### config.mk
export PLATFORM = sky130hd
export DESIGN_NAME = clock_domain_exporter_flat
export DESIGN_NICKNAME = d
export VERILOG_FILES = /design/src/rtl/clock_domain_exporter_if.sv /design/src/rtl/clock_domain_exporter.sv /design/src/flat_wrapper.sv
export SDC_FILE = /design/constraint.sdc
export NUM_CORES = 1
export LEC_CHECK = 0
export CAP_MARGIN = 20
export CORE_ASPECT_RATIO = 1.4
export CORE_MARGIN = 4
export CORE_UTILIZATION = 51
export DETAILED_ROUTE_END_ITERATION = 8
export PLACE_DENSITY = 0.75
export SLEW_MARGIN = 20
export SYNTH_ARGS = -nofsm -noshare
export SYNTH_HDL_FRONTEND = slang
export SYNTH_SLANG_ARGS = --single-unit
### constraint.sdc
create_clock -name clk -period 3.6 [get_ports clk]
set_input_delay 0.72 -clock clk [delete_from_list [all_inputs] [get_ports clk]]
set_output_delay 0.72 -clock clk [all_outputs]
set_load 0.1 [all_outputs]
### src/rtl/clock_domain_exporter_if.sv
// Crossing bundles between the exporter (source domain) and the importer
// (destination domain). Exp carries the toggled request and its payload,
// Imp carries the toggled acknowledge back.
interface iClockDomain_Exp #(
    parameter int pBits = 8
);
    logic             req;
    logic [pBits-1:0] data;

    modport master (output req, output data);
    modport slave  (input  req, input  data);
endinterface

interface iClockDomain_Imp;
    logic ack;

    modport master (output ack);
    modport slave  (input  ack);
endinterface

### src/rtl/clock_domain_exporter.sv
// Source side of a req/ack toggle CDC. Local words are queued in a small
// FIFO and launched one at a time: data and req change on the same edge,
// then the next launch waits until the synchronised ack matches req.
module clock_domain_exporter #(
    parameter int pBits  = 8,
    parameter int pDepth = 4
) (
    input  logic                     clk,
    input  logic                     rst,
    input  logic                     stb,
    input  logic [pBits-1:0]         data,
    output logic                     ready,
    output logic [$clog2(pDepth):0]  level,
    output logic                     busy,
    output logic                     overflow,
    iClockDomain_Exp.master          cd_e,
    iClockDomain_Imp.slave           cd_i
);
    localparam int AW = $clog2(pDepth);
    localparam logic [AW:0] FULL = (AW+1)'(pDepth);

    logic [pBits-1:0] mem [pDepth];
    logic [AW-1:0]    wr_ptr;
    logic [AW-1:0]    rd_ptr;
    logic [AW:0]      count;
    logic [1:0]       ack_ff;
    logic             ack_sync;
    logic             push;
    logic             pop;

    assign ack_sync = ack_ff[0];
    assign busy     = cd_e.req != ack_sync;
    // Full blocks a push even if a launch frees a slot on the same edge.
    assign ready    = count != FULL;
    assign level    = count;
    assign push     = stb && ready;
    assign pop      = !busy && (count != '0);

    // Two-flop synchroniser for the asynchronous ack toggle.
    always_ff @(posedge clk or posedge rst) begin
        if (rst) ack_ff <= '0;
        else     ack_ff <= {cd_i.ack, ack_ff[1]};
    end

    // FIFO storage; contents are don't-care until written, so no reset.
    always_ff @(posedge clk) begin
        if (push) mem[wr_ptr] <= data;
    end

    // Pointers and occupancy; pointers wrap naturally at pDepth.
    always_ff @(posedge clk or posedge rst) begin
        if (rst) begin
            wr_ptr <= '0;
            rd_ptr <= '0;
            count  <= '0;
        end else begin
            if (push) wr_ptr <= wr_ptr + 1'b1;
            if (pop)  rd_ptr <= rd_ptr + 1'b1;
            case ({push, pop})
                2'b10:   count <= count + 1'b1;
                2'b01:   count <= count - 1'b1;
                default: count <= count;
            endcase
        end
    end

    // Launch: payload and toggled request leave together and then hold
    // until the round trip completes.
    always_ff @(posedge clk or posedge rst) begin
        if (rst) begin
            cd_e.req  <= 1'b0;
            cd_e.data <= '0;
        end else if (pop) begin
            cd_e.req  <= ~cd_e.req;
            cd_e.data <= mem[rd_ptr];
        end
    end

    // Sticky flag for words dropped because the FIFO was full.
    always_ff @(posedge clk or posedge rst) begin
        if (rst)               overflow <= 1'b0;
        else if (stb && !ready) overflow <= 1'b1;
    end
endmodule

### src/flat_wrapper.sv
// flat-port wrapper written by rule: the top's interface ports become plain ports
module clock_domain_exporter_flat 
#(
    parameter int pBits  = 8,
    parameter int pDepth = 4
)
  (clk, rst, stb, data, ready, level, busy, overflow, cd_e_req, cd_e_data, cd_i_ack);
  iClockDomain_Exp #(.pBits(pBits)) cd_e_i ();
  iClockDomain_Imp cd_i_i ();
  input  logic clk;
  input  logic rst;
  input  logic stb;
  input  logic [pBits-1:0] data;
  output logic ready;
  output logic [$clog2(pDepth):0] level;
  output logic busy;
  output logic overflow;
  output wire logic [$bits(cd_e_i.req)-1:0] cd_e_req;
  output wire logic [$bits(cd_e_i.data)-1:0] cd_e_data;
  input wire logic [$bits(cd_i_i.ack)-1:0] cd_i_ack;
  assign cd_e_req = cd_e_i.req;
  assign cd_e_data = cd_e_i.data;
  assign cd_i_i.ack = cd_i_ack;
  clock_domain_exporter #(.pBits(pBits), .pDepth(pDepth)) u_core (.clk(clk), .rst(rst), .stb(stb), .data(data), .ready(ready), .level(level), .busy(busy), .overflow(overflow), .cd_e(cd_e_i), .cd_i(cd_i_i));
endmodule
### After elaboration in Yosys (flattened, before gate mapping)

Memories as Yosys holds them, arrays and structs flattened. A register that Yosys moved wholly into a read port is not among the register bits.
Index checks and enable logic that the tools add are counted.

* output and inout port bits: 15
* bits in writable memories: 32
* flip-flop bits (word level): 11
* logic and storage cells: 26
* memories kept: 1

Memory list
* u_core.mem: depth 4, width 8, rd ports 1, clocked after memory_dff 1, write ports 1, RTL line clock_domain_exporter.sv:22 `logic [pBits-1:0] mem [pDepth];`

* add/sub/neg operators: 4
* muxes and demuxes: 3
* bitwise logic cells: 1
* equal/unequal tests: 4
* reductions and logical operators: 7

Operator list (number)
* case mux 3 bit (2 select lines): 1
* adder 2 x 1 -> 2 bit (second input constant): 2
* adder 3 x 1 -> 3 bit (second input constant): 1
* logical AND 1 bit: 3
* != test 3 bit (second input constant): 1
* nonzero test 3 bit: 1
* subtractor 3 x 1 -> 3 bit (second input constant): 1
* == test 2 x 1 -> 1 bit (second input constant): 1
* == test 2 bit (second input constant): 1
* zero test 1 bit: 2
* 2-to-1 mux 1 bit: 2
* nonzero test 2 bit: 1
* != test 1 bit: 1
* NOT 1 bit: 1

### Depth between registers and ports, before layout

Gate-level depths: netlist of run 1.

* word-level depth: 5
* mapped depth: 9

### Worst setup path after synthesis of run 1

No wires, ideal clock.

* kind: register to register
* from: register u_core.cd_e.req
* to: register u_core.count[2], in the netlist u_core.level[2]
* data arrival time: 3.581 ns
* data required time: 3.438 ns
* buffers on the path: 1
* stages on the path, launching flop included: 10
* clock period less this slack: 3.743 ns
* setup slack: -0.143 ns
* cell sequence: dfrtp_1 xor2_1 nor2b_4 buf_6 ha_1 inv_1 fa_1 xor2_1 nor2_1 xor2_1

* longest elaborated chain between the ends: 5
* elaborated cells between the ends (all ways): 7

RTL lines
* start: declaration: RTL line clock_domain_exporter_if.sv:10 `modport master (output req, output data);`
* start signal: assignment: RTL line clock_domain_exporter.sv:74 `cd_e.req <= ~cd_e.req;`
* != test 1 bit (*): RTL line clock_domain_exporter.sv:32 `assign busy = cd_e.req != ack_sync;`
* named net busy: RTL line flat_wrapper.sv:16 `output logic busy;`
* zero test 1 bit (*): RTL line clock_domain_exporter.sv:37 `assign pop = !busy && (count != '0);`
* logical AND 1 bit (*): RTL line clock_domain_exporter.sv:37
* named net u_core.pop: RTL line clock_domain_exporter.sv:29 `logic pop;`
* == test 2 x 1 -> 1 bit / == test 2 bit (equally long branches): RTL line clock_domain_exporter.sv:59 `case ({push, pop})`
* case mux 3 bit (2 select lines) / nonzero test 2 bit (equally long branches)
* end signal: assignment: RTL line clock_domain_exporter.sv:60 `2'b10: count <= count + 1'b1;`
* end signal: assignment: RTL line clock_domain_exporter.sv:61 `2'b01: count <= count - 1'b1;`
* end signal: assignment: RTL line clock_domain_exporter.sv:62 `default: count <= count;`
* end: declaration: RTL line clock_domain_exporter.sv:25 `logic [AW:0] count;`

Mark *: on every way through the listed nets, which the timed path passes. The rest lies on a longest branch.
A chain may end at the register's enable or synchronous reset.

### Worst setup path after layout of run 1

* from: register u_core.count[0], in the netlist u_core.level[0]
* to: output ready

* longest elaborated chain between the ends: 1

RTL lines
* != test 3 bit: RTL line clock_domain_exporter.sv:34 `assign ready = count != FULL;`
* end: declaration: RTL line flat_wrapper.sv:14 `output logic ready;`

Every way passes these cells.

==> flow_metrics.py, run 1 <==
metrics = {
    "clock_network": {
        "ctsResizeCount": 0,
        "cts_root_buf": "clkbuf_8",
        "path_clk_slew_ns": 0.08,
        "cts.sinks": 51,
        "cts_buffer_depth": 2,
        "hold_buffers": 0,
        "clk-insertion-delay-late_ns": 0.30,
        "cts_tree": "built",
        "h-tree-depth": 2,
        "post_cts_buffers": 0,
        "cts_buffers": 5,
    },
    "grt": {
        "grt_util_all_layers": 0.148,
        "antenna_found_initial": 0,
        "grt_pass1_vias": 1075,
        "grt_max_degree": 20,
        "grt_first_pass_wirelength_mm": 5.29,
        "grt_overflow": 0,
    },
    "sta": {
        "min_period_ns": 2.85,
        "slew_viol_final": 0,
        "rsz0062_at_grt": "no",
        "clock_skew_ns": 0.00393,
        "worst_slew_pin_slew_ns": 0.984,
        "period_share": 0.790,
        "slew_headroom": 0.342,
        "setup_violations": 0,
        "hold_viol_final": 0,
        "fin_setup_tns_ns": 0,
        "fmax_mhz": 351,
    },
    "detailed_routing": {
        "drc": 0,
        "vias": 974,
        "ant_nets": 0,
        "wire_per_inst_um": 18.2,
        "first_pass_iters": 4,
        "via_per_inst": 5.38,
        "wirelength_mm": 3.30,
        "first_iter_violations": 33,
    },
    "synthesis": {
        "syn_avg_cell_area_sq_um": 19.1,
        "synthCells": 107,
        "yosys.cell_types.count": 22,
        "synth_seq_cells": 51,
        "ys_warn_count": 0,
        "synthArstFlopShare": 0.373,
        "yosysSeqAreaShare": 0.702,
        "synth_nets": 125,
        "synth_ff_type": "edfxtp_1",
        "synth_area_sq_mm": 0.00205,
        "synth_edf_count": 32,
    },
    "critical_path": {
        "crit_arrival_ns": 2.13,
        "rr_startpoint": "u_core.ack_ff[0]$_DFF_PP0_",
        "cp_max_fo": 5,
        "cp.required_ns": 2.88,
        "critPathKind": "reg -> out",
        "r2r_setup_slack_ns": 1.31,
        "ff2ff_path_depth": 8,
        "r2r_end": "u_core.level[2]$_DFFE_PP0P_",
        "endpoint_kind": "output pin",
        "start_kind": "flop",
    },
    "run_status": {
        "status": "finished, final reports clean",
    },
    "final_layout": {
        "area_delta_synth_final_pct": 18.7,
        "num_antenna_cells": 0,
        "fin_nets": 155,
        "drive_above_1_share": 0.210,
        "final_common_cell": "edfxtp_1",
        "final_cell_mix": "edfxtp_1 (32), clkdlybuf4s50_1 (25), dfrtp_1 (19)",
    },
    "place": {
        "place.gp.congestion": 0.757,
        "numPortBuffers": 26,
        "place_hpwl_mm": 2.37,
    },
    "floorplan": {
        "num_rows": 27,
        "dieArea_sq_mm": 0.00511,
        "io_pins": 27,
        "die_h_um": 83.0,
        "die-width_um": 61.5,
        "initial_core_util": 0.522,
        "coreArea_sq_mm": 0.00392,
    },
    "worst_hold_path": {
        "whs_endpoint": "u_core.ack_ff[0]$_DFF_PP0_",
        "min-delay-start": "u_core.ack_ff[1]$_DFF_PP0_",
        "hold_path.class": "reg -> reg",
        "holdPathStages": 0,
    },
    "flow_run": {
        "max-cap-violations": 0,
    },
}
-- stage by stage --
step | worst slack, ns | instances | utilization | hold WS, ns | area [sq um]
2_1_floorplan | 0.458 | 107 | - | 0.331 | 2050
3_3_place_gp | 1.09 | 173 | 0.599 | 0.338 | 2350
3_5_place_dp | 0.895 | 173 | 0.599 | 0.360 | 2350
4_1_cts | 0.722 | 181 | 0.620 | 0.381 | 2430
5_1_grt | 0.656 | 181 | 0.620 | 0.378 | 2430
6_report | 0.754 | 181 | 0.620 | 0.373 | 2430
-- area by class of cell --
class / count / area [sq um]
clock buffer: 5 / 68.8
timing repair buffer: 26 / 258
clock inverter: 3 / 15.0
tap: 43 / 53.8
multi-input combinational: 44 / 564
inverter: 9 / 33.8
fill: 296 / 1490
sequential: 51 / 1440
-- critical path, cell delays in order, from the launching register on --
cell and delay [ns]:
dfrtp_1 0.43, nor3b_1 0.33, inv_1 0.08, clkdlybuf4s50_1 0.98
-- metal layers --
layer | part of all wire | vias up | track usage
met2 | 0.57 | 15 | 0.246
li1 | - | 442 | -
met5 | 0 | - | 0
met3 | 0.041 | 5 | 0.0482
met1 | 0.37 | 512 | 0.166
met4 | 0.019 | 0 | 0.0637
-- cells in the mapped netlist (all sizes together) (3+ instances only) --
cell	instances	area (sq um)
and2	4	25.0
dfrtp	19	475
edfxtp	32	961
ha	5	62.6
inv	9	33.8
mux2	9	131
mux4	8	180
xnor2	3	26.3
xor2	4	35.0
-- logic make-up after synthesis --
family / Yosys count / synth area share
adders and majority gates: 6 / 0.0403
xor gates and xnor gates: 7 / 0.0300
DFF: 51 / 0.702
AOI/OAI and AO/OA: 2 / 0.00611
and+or+nand+nor: 11 / 0.0385
muxes: 18 / 0.157
buffers and inverters: 12 / 0.0263
-- state kept, by name, summed over array words and instances (netlist names) --
| signal | cells |
|---|---|
| u_core.ack_ff | 2 |
| u_core.level | 3 |
| u_core.cd_e.req | 1 |
| u_core.mem | 32 |
| u_core.wr_ptr | 2 |
| u_core.overflow | 1 |
| u_core.cd_e.data | 8 |
| u_core.rd_ptr | 2 |
-- how the worst max path moves through the flow --
stage | start | to | cells after the start
2_1_floorplan | u_core.cd_e.req$_DFFE_PP0P_ | u_core.level[2]$_DFFE_PP0P_ | 9
3_3_place_gp | stb | u_core.level[2]$_DFFE_PP0P_ | 9
3_5_place_dp | stb | u_core.level[2]$_DFFE_PP0P_ | 9
4_1_cts | u_core.level[0]$_DFFE_PP0P_ | ready | 3
5_1_grt | u_core.level[0]$_DFFE_PP0P_ | ready | 3
6_report | u_core.level[0]$_DFFE_PP0P_ | ready | 3
Power of run 1 is left out: the tool's default activity adds up to more than one toggle a clock period on the data nets, which glitch-free logic cannot reach.
==> run 2: changes to the inputs <==
Settings changed: CORE_UTILIZATION 51 to 48, PLACE_DENSITY 0.75 to 0.74.
Clock period 3.6 ns to 2.5 ns, I/O delays scaled along.
==> flow_metrics.py, run 2 (synthesis results as in run 1) <==
metrics = {
    "run_status": {
        "status": "finished, final reports clean",
    },
    "sta": {
        "fin_ws_ns": 0.426,
        "min_period_ns": 2.07,
        "setup_violations": 0,
        "worst_slew_pin_slew_ns": 0.538,
        "fin_setup_tns_ns": 0,
        "rsz0062_at_grt": "no",
        "fmax_mhz": 482,
        "slew_headroom": 0.641,
        "slew_viol_final": 0,
        "period_share": 0.830,
        "clock_skew_ns": 0.00848,
        "hold_viol_final": 0,
    },
    "clock_network": {
        "hold_buffers": 0,
        "clk-insertion-delay-late_ns": 0.30,
        "path_clk_slew_ns": 0.08,
        "cts_tree": "built",
        "cts.sinks": 51,
        "h-tree-depth": 2,
        "cts_buffers": 5,
        "ctsResizeCount": 0,
        "post_cts_buffers": 0,
        "cts_root_buf": "clkbuf_8",
        "cts_buffer_depth": 2,
    },
    "final_layout": {
        "largest_register_ffs": 32,
        "regMostFlops": "u_core.mem",
        "final_cell_mix": "edfxtp_1 (32), buf_4 (18), dfrtp_1 (15)",
        "multi_input_area_sq_um": 576,
        "num_antenna_cells": 0,
        "final_common_cell": "edfxtp_1",
        "area_delta_synth_final_pct": 20.8,
        "fin_nets": 158,
        "fillCellCount": 288,
        "drive_above_1_share": 0.355,
        "seqCellArea_sq_mm": 0.00144,
        "stdcell_area_sq_mm": 0.00247,
    },
    "place": {
        "place_hpwl_mm": 2.32,
        "place.gp.congestion": 0.673,
        "dpl-instance-area_sq_mm": 0.00235,
        "numPortBuffers": 26,
        "pre_cts_ws_ns": 0.206,
    },
    "critical_path": {
        "cp_max_fo": 5,
        "cp_cell_sequence": "nor3b_1, nor2b_1, inv_1, ha_1, inv_1, fa_1, xor2_1, nor2_1, xor2_1",
        "endpoint_kind": "flop",
        "r2r_setup_slack_ns": 0.43,
        "max_stage_delay_ns": 0.45,
        "crit_arrival_ns": 2.29,
        "cp.required_ns": 2.72,
        "crit_path_top_delay_cell": "dfrtp_2",
        "start_kind": "flop",
        "critPathKind": "reg -> reg",
    },
    "grt": {
        "grt_pass1_vias": 1135,
        "grt_max_degree": 17,
        "antenna_found_initial": 0,
        "grt_overflow": 0,
        "grt_util_all_layers": 0.137,
        "grt_first_pass_wirelength_mm": 5.50,
    },
    "floorplan": {
        "initial_core_util": 0.509,
        "io_pins": 27,
        "dieArea_sq_mm": 0.00539,
        "num_rows": 27,
        "die_h_um": 85.3,
        "coreArea_sq_mm": 0.00402,
        "die-width_um": 63.2,
    },
    "detailed_routing": {
        "first_pass_iters": 4,
        "wirelength_mm": 3.26,
        "via_per_inst": 5.21,
        "first_iter_violations": 7,
        "wire_per_inst_um": 17.7,
        "drc": 0,
        "vias": 959,
        "ant_nets": 0,
    },
    "flow_run": {
        "max-cap-violations": 0,
    },
    "worst_hold_path": {
        "hold_path.class": "reg -> reg",
    },
}
[run 2: worst paths after layout]
check                                                 start                           end  cells after the start
worst max register to register  u_core.level[0]$_DFFE_PP0P_   u_core.level[2]$_DFFE_PP0P_                      9
worst min-delay path             u_core.ack_ff[1]$_DFF_PP0_    u_core.ack_ff[0]$_DFF_PP0_                      0
min in group asynchronous                               rst    u_core.ack_ff[0]$_DFF_PP0_                      2
worst max-delay path            u_core.level[0]$_DFFE_PP0P_   u_core.level[2]$_DFFE_PP0P_                      9
max in group asynchronous                               rst  u_core.rd_ptr[1]$_DFFE_PP0P_                      3
worst min register to register   u_core.ack_ff[1]$_DFF_PP0_    u_core.ack_ff[0]$_DFF_PP0_                      0
[run 2: cell type report]
class,count,area share
Tap cell,43,0.0218
Sequential cell,51,0.584
Multi-Input combinational cell,44,0.233
Clock inverter,2,0.0157
Inverter,9,0.0137
Timing Repair Buffer,29,0.0991
Clock buffer,6,0.0334
[run 2: per-stage QoR]
stage          cells  hold WS (ns)   util
4_1_cts          184         0.359  0.615
3_3_place_gp     176         0.337  0.585
5_1_grt          184         0.387  0.615
2_1_floorplan    107         0.331      -
3_5_place_dp     176         0.343  0.585
6_report         184         0.355  0.615
[run 2: worst max-delay path, delay by kind of cell (launching register included)]
family                   cells  cell delay [ns]
buffers and inverters        2             0.13
adder cells (fa/ha/maj)      2             0.54
flip-flops                   1             0.45
XOR/XNOR                     2             0.32
AND/OR/NAND/NOR              3             0.55
[run 2: routing by layer]
metal | vias up | GRT usage | share of wire
li1 | 451 | - | -
met1 | 481 | 0.148 | 0.39
met2 | 20 | 0.251 | 0.55
met3 | 7 | 0.0305 | 0.038
met4 | 0 | 0.0648 | 0.018
met5 | - | 0 | 0
Power of run 2 is left out for the same reason.
==> run 3: changes to the inputs <==
Clock period 2.5 ns to 1.8 ns, I/O delays scaled along.
==> flow_metrics.py, run 3 (synthesis results as in run 1) <==
metrics = {
    "grt": {
        "grt_max_degree": 20,
        "grt_pass1_vias": 1156,
        "grt_first_pass_wirelength_mm": 5.62,
        "antenna_found_initial": 0,
        "grt_util_all_layers": 0.141,
        "grt_overflow": 0,
    },
    "clock_network": {
        "cts.sinks": 51,
        "cts_buffers": 5,
        "hold_buffers": 0,
        "h-tree-depth": 2,
        "cts_buffer_depth": 2,
        "path_clk_slew_ns": 0.08,
        "clk-insertion-delay-late_ns": 0.29,
        "cts_root_buf": "clkbuf_8",
        "cts_tree": "built",
    },
    "critical_path": {
        "cp.required_ns": 2.02,
        "endpoint_kind": "flop",
        "start_kind": "flop",
        "critPathKind": "reg -> reg",
        "cp_max_fo": 4,
        "crit_arrival_ns": 2.09,
    },
    "run_status": {
        "status": "complete, but fails checks",
        "violations": "negative setup slack",
    },
    "floorplan": {
        "initial_core_util": 0.509,
        "io_pins": 27,
        "die-width_um": 63.2,
        "dieArea_sq_mm": 0.00539,
        "num_rows": 27,
        "coreArea_sq_mm": 0.00402,
        "die_h_um": 85.3,
    },
    "sta": {
        "rsz0062_at_grt": "yes",
        "fin_setup_tns_ns": -0.132,
        "fin_ws_ns": -0.0710,
        "worst_slew_pin_slew_ns": 0.451,
        "period_share": 1.04,
        "min_period_ns": 1.87,
        "hold_viol_final": 0,
        "slew_viol_final": 0,
        "hold_ws_ns": 0.357,
        "setup_violations": 3,
        "slew_headroom": 0.699,
        "fmax_mhz": 534,
        "clock_skew_ns": 0.00684,
    },
    "place": {
        "numPortBuffers": 26,
        "place.gp.congestion": 0.701,
        "place_hpwl_mm": 2.51,
    },
    "detailed_routing": {
        "first_iter_violations": 30,
        "wirelength_mm": 3.54,
        "wire_per_inst_um": 17.4,
        "ant_nets": 0,
        "first_pass_iters": 4,
        "drc": 0,
        "via_per_inst": 5.09,
        "vias": 1038,
    },
    "final_layout": {
        "fin_util": 0.714,
        "final_common_cell": "edfxtp_1",
        "area_delta_synth_final_pct": 40.3,
        "final_cell_mix": "edfxtp_1 (32), buf_4 (18), buf_12 (16)",
        "fin_nets": 178,
        "num_antenna_cells": 0,
        "fillCellCount": 261,
        "regMostFlops": "u_core.mem",
        "drive_above_1_share": 0.497,
        "largest_register_ffs": 32,
    },
    "flow_run": {
        "max-cap-violations": 0,
    },
    "worst_hold_path": {
        "hold_path.class": "reg -> reg",
    },
}
## run 3: path summary, 6_finish.rpt
kind / startpoint / endpoint / slack, ns / cells past startpoint
worst max-delay path: u_core.level[0]$_DFFE_PP0P_ / u_core.level[2]$_DFFE_PP0P_ / -0.07 / 9
worst min-delay path: u_core.ack_ff[1]$_DFF_PP0_ / u_core.ack_ff[0]$_DFF_PP0_ / 0.36 / 0
worst max register to register: u_core.level[0]$_DFFE_PP0P_ / u_core.level[2]$_DFFE_PP0P_ / -0.07 / 9
worst min register to register: u_core.ack_ff[1]$_DFF_PP0_ / u_core.ack_ff[0]$_DFF_PP0_ / 0.36 / 0
max in group asynchronous: rst / u_core.cd_e.req$_DFFE_PP0P_ / 1.17 / 3
min in group asynchronous: rst / u_core.wr_ptr[0]$_DFFE_PP0P_ / 0.39 / 3
## run 3: layer usage
layer,track usage,up-vias,part of all wire
li1,-,491,-
met1,0.146,528,0.38
met3,0.0331,2,0.029
met4,0.0589,0,0.0076
met5,0,-,0
met2,0.268,17,0.59
## run 3: what timing repair did
action	CTS	global route
pin swaps	8	5
resized for setup	3	8
endpoints found under the setup margin	3	2
gates cloned	0	0
setup buffers	2	2
## run 3: through the flow
| stage | setup slack, ns | cell area, sq um | std cells |
|---|---|---|---|
| finish | -0.0710 | 2870 | 204 |
| floorplan | -0.615 | 2100 | 107 |
| global route | -0.158 | 2870 | 204 |
| CTS | -0.131 | 2830 | 202 |
| global placement | -0.199 | 2700 | 193 |
| detailed placement | -0.286 | 2700 | 193 |
## run 3: area by class of cell
type | instances | area (sq um) | area share
clock buffer | 5 | 68.8 | 0.0240
clock inverter | 3 | 43.8 | 0.0153
tap | 43 | 53.8 | 0.0187
multi-input combinational | 44 | 612 | 0.213
sequential | 51 | 1450 | 0.504
inverter | 9 | 36.3 | 0.0126
timing repair buffer | 49 | 611 | 0.213
## run 3: critical path, stage by stage, from the launching register on
cell and delay [ns]:
dfrtp_4 0.51, nor3b_4 0.24, nor2b_2 0.08, inv_2 0.07, ha_4 0.12, inv_2 0.03
fa_2 0.32, xor2_1 0.14, nor2_1 0.12, xor2_1 0.15
Power of run 3 is left out for the same reason.
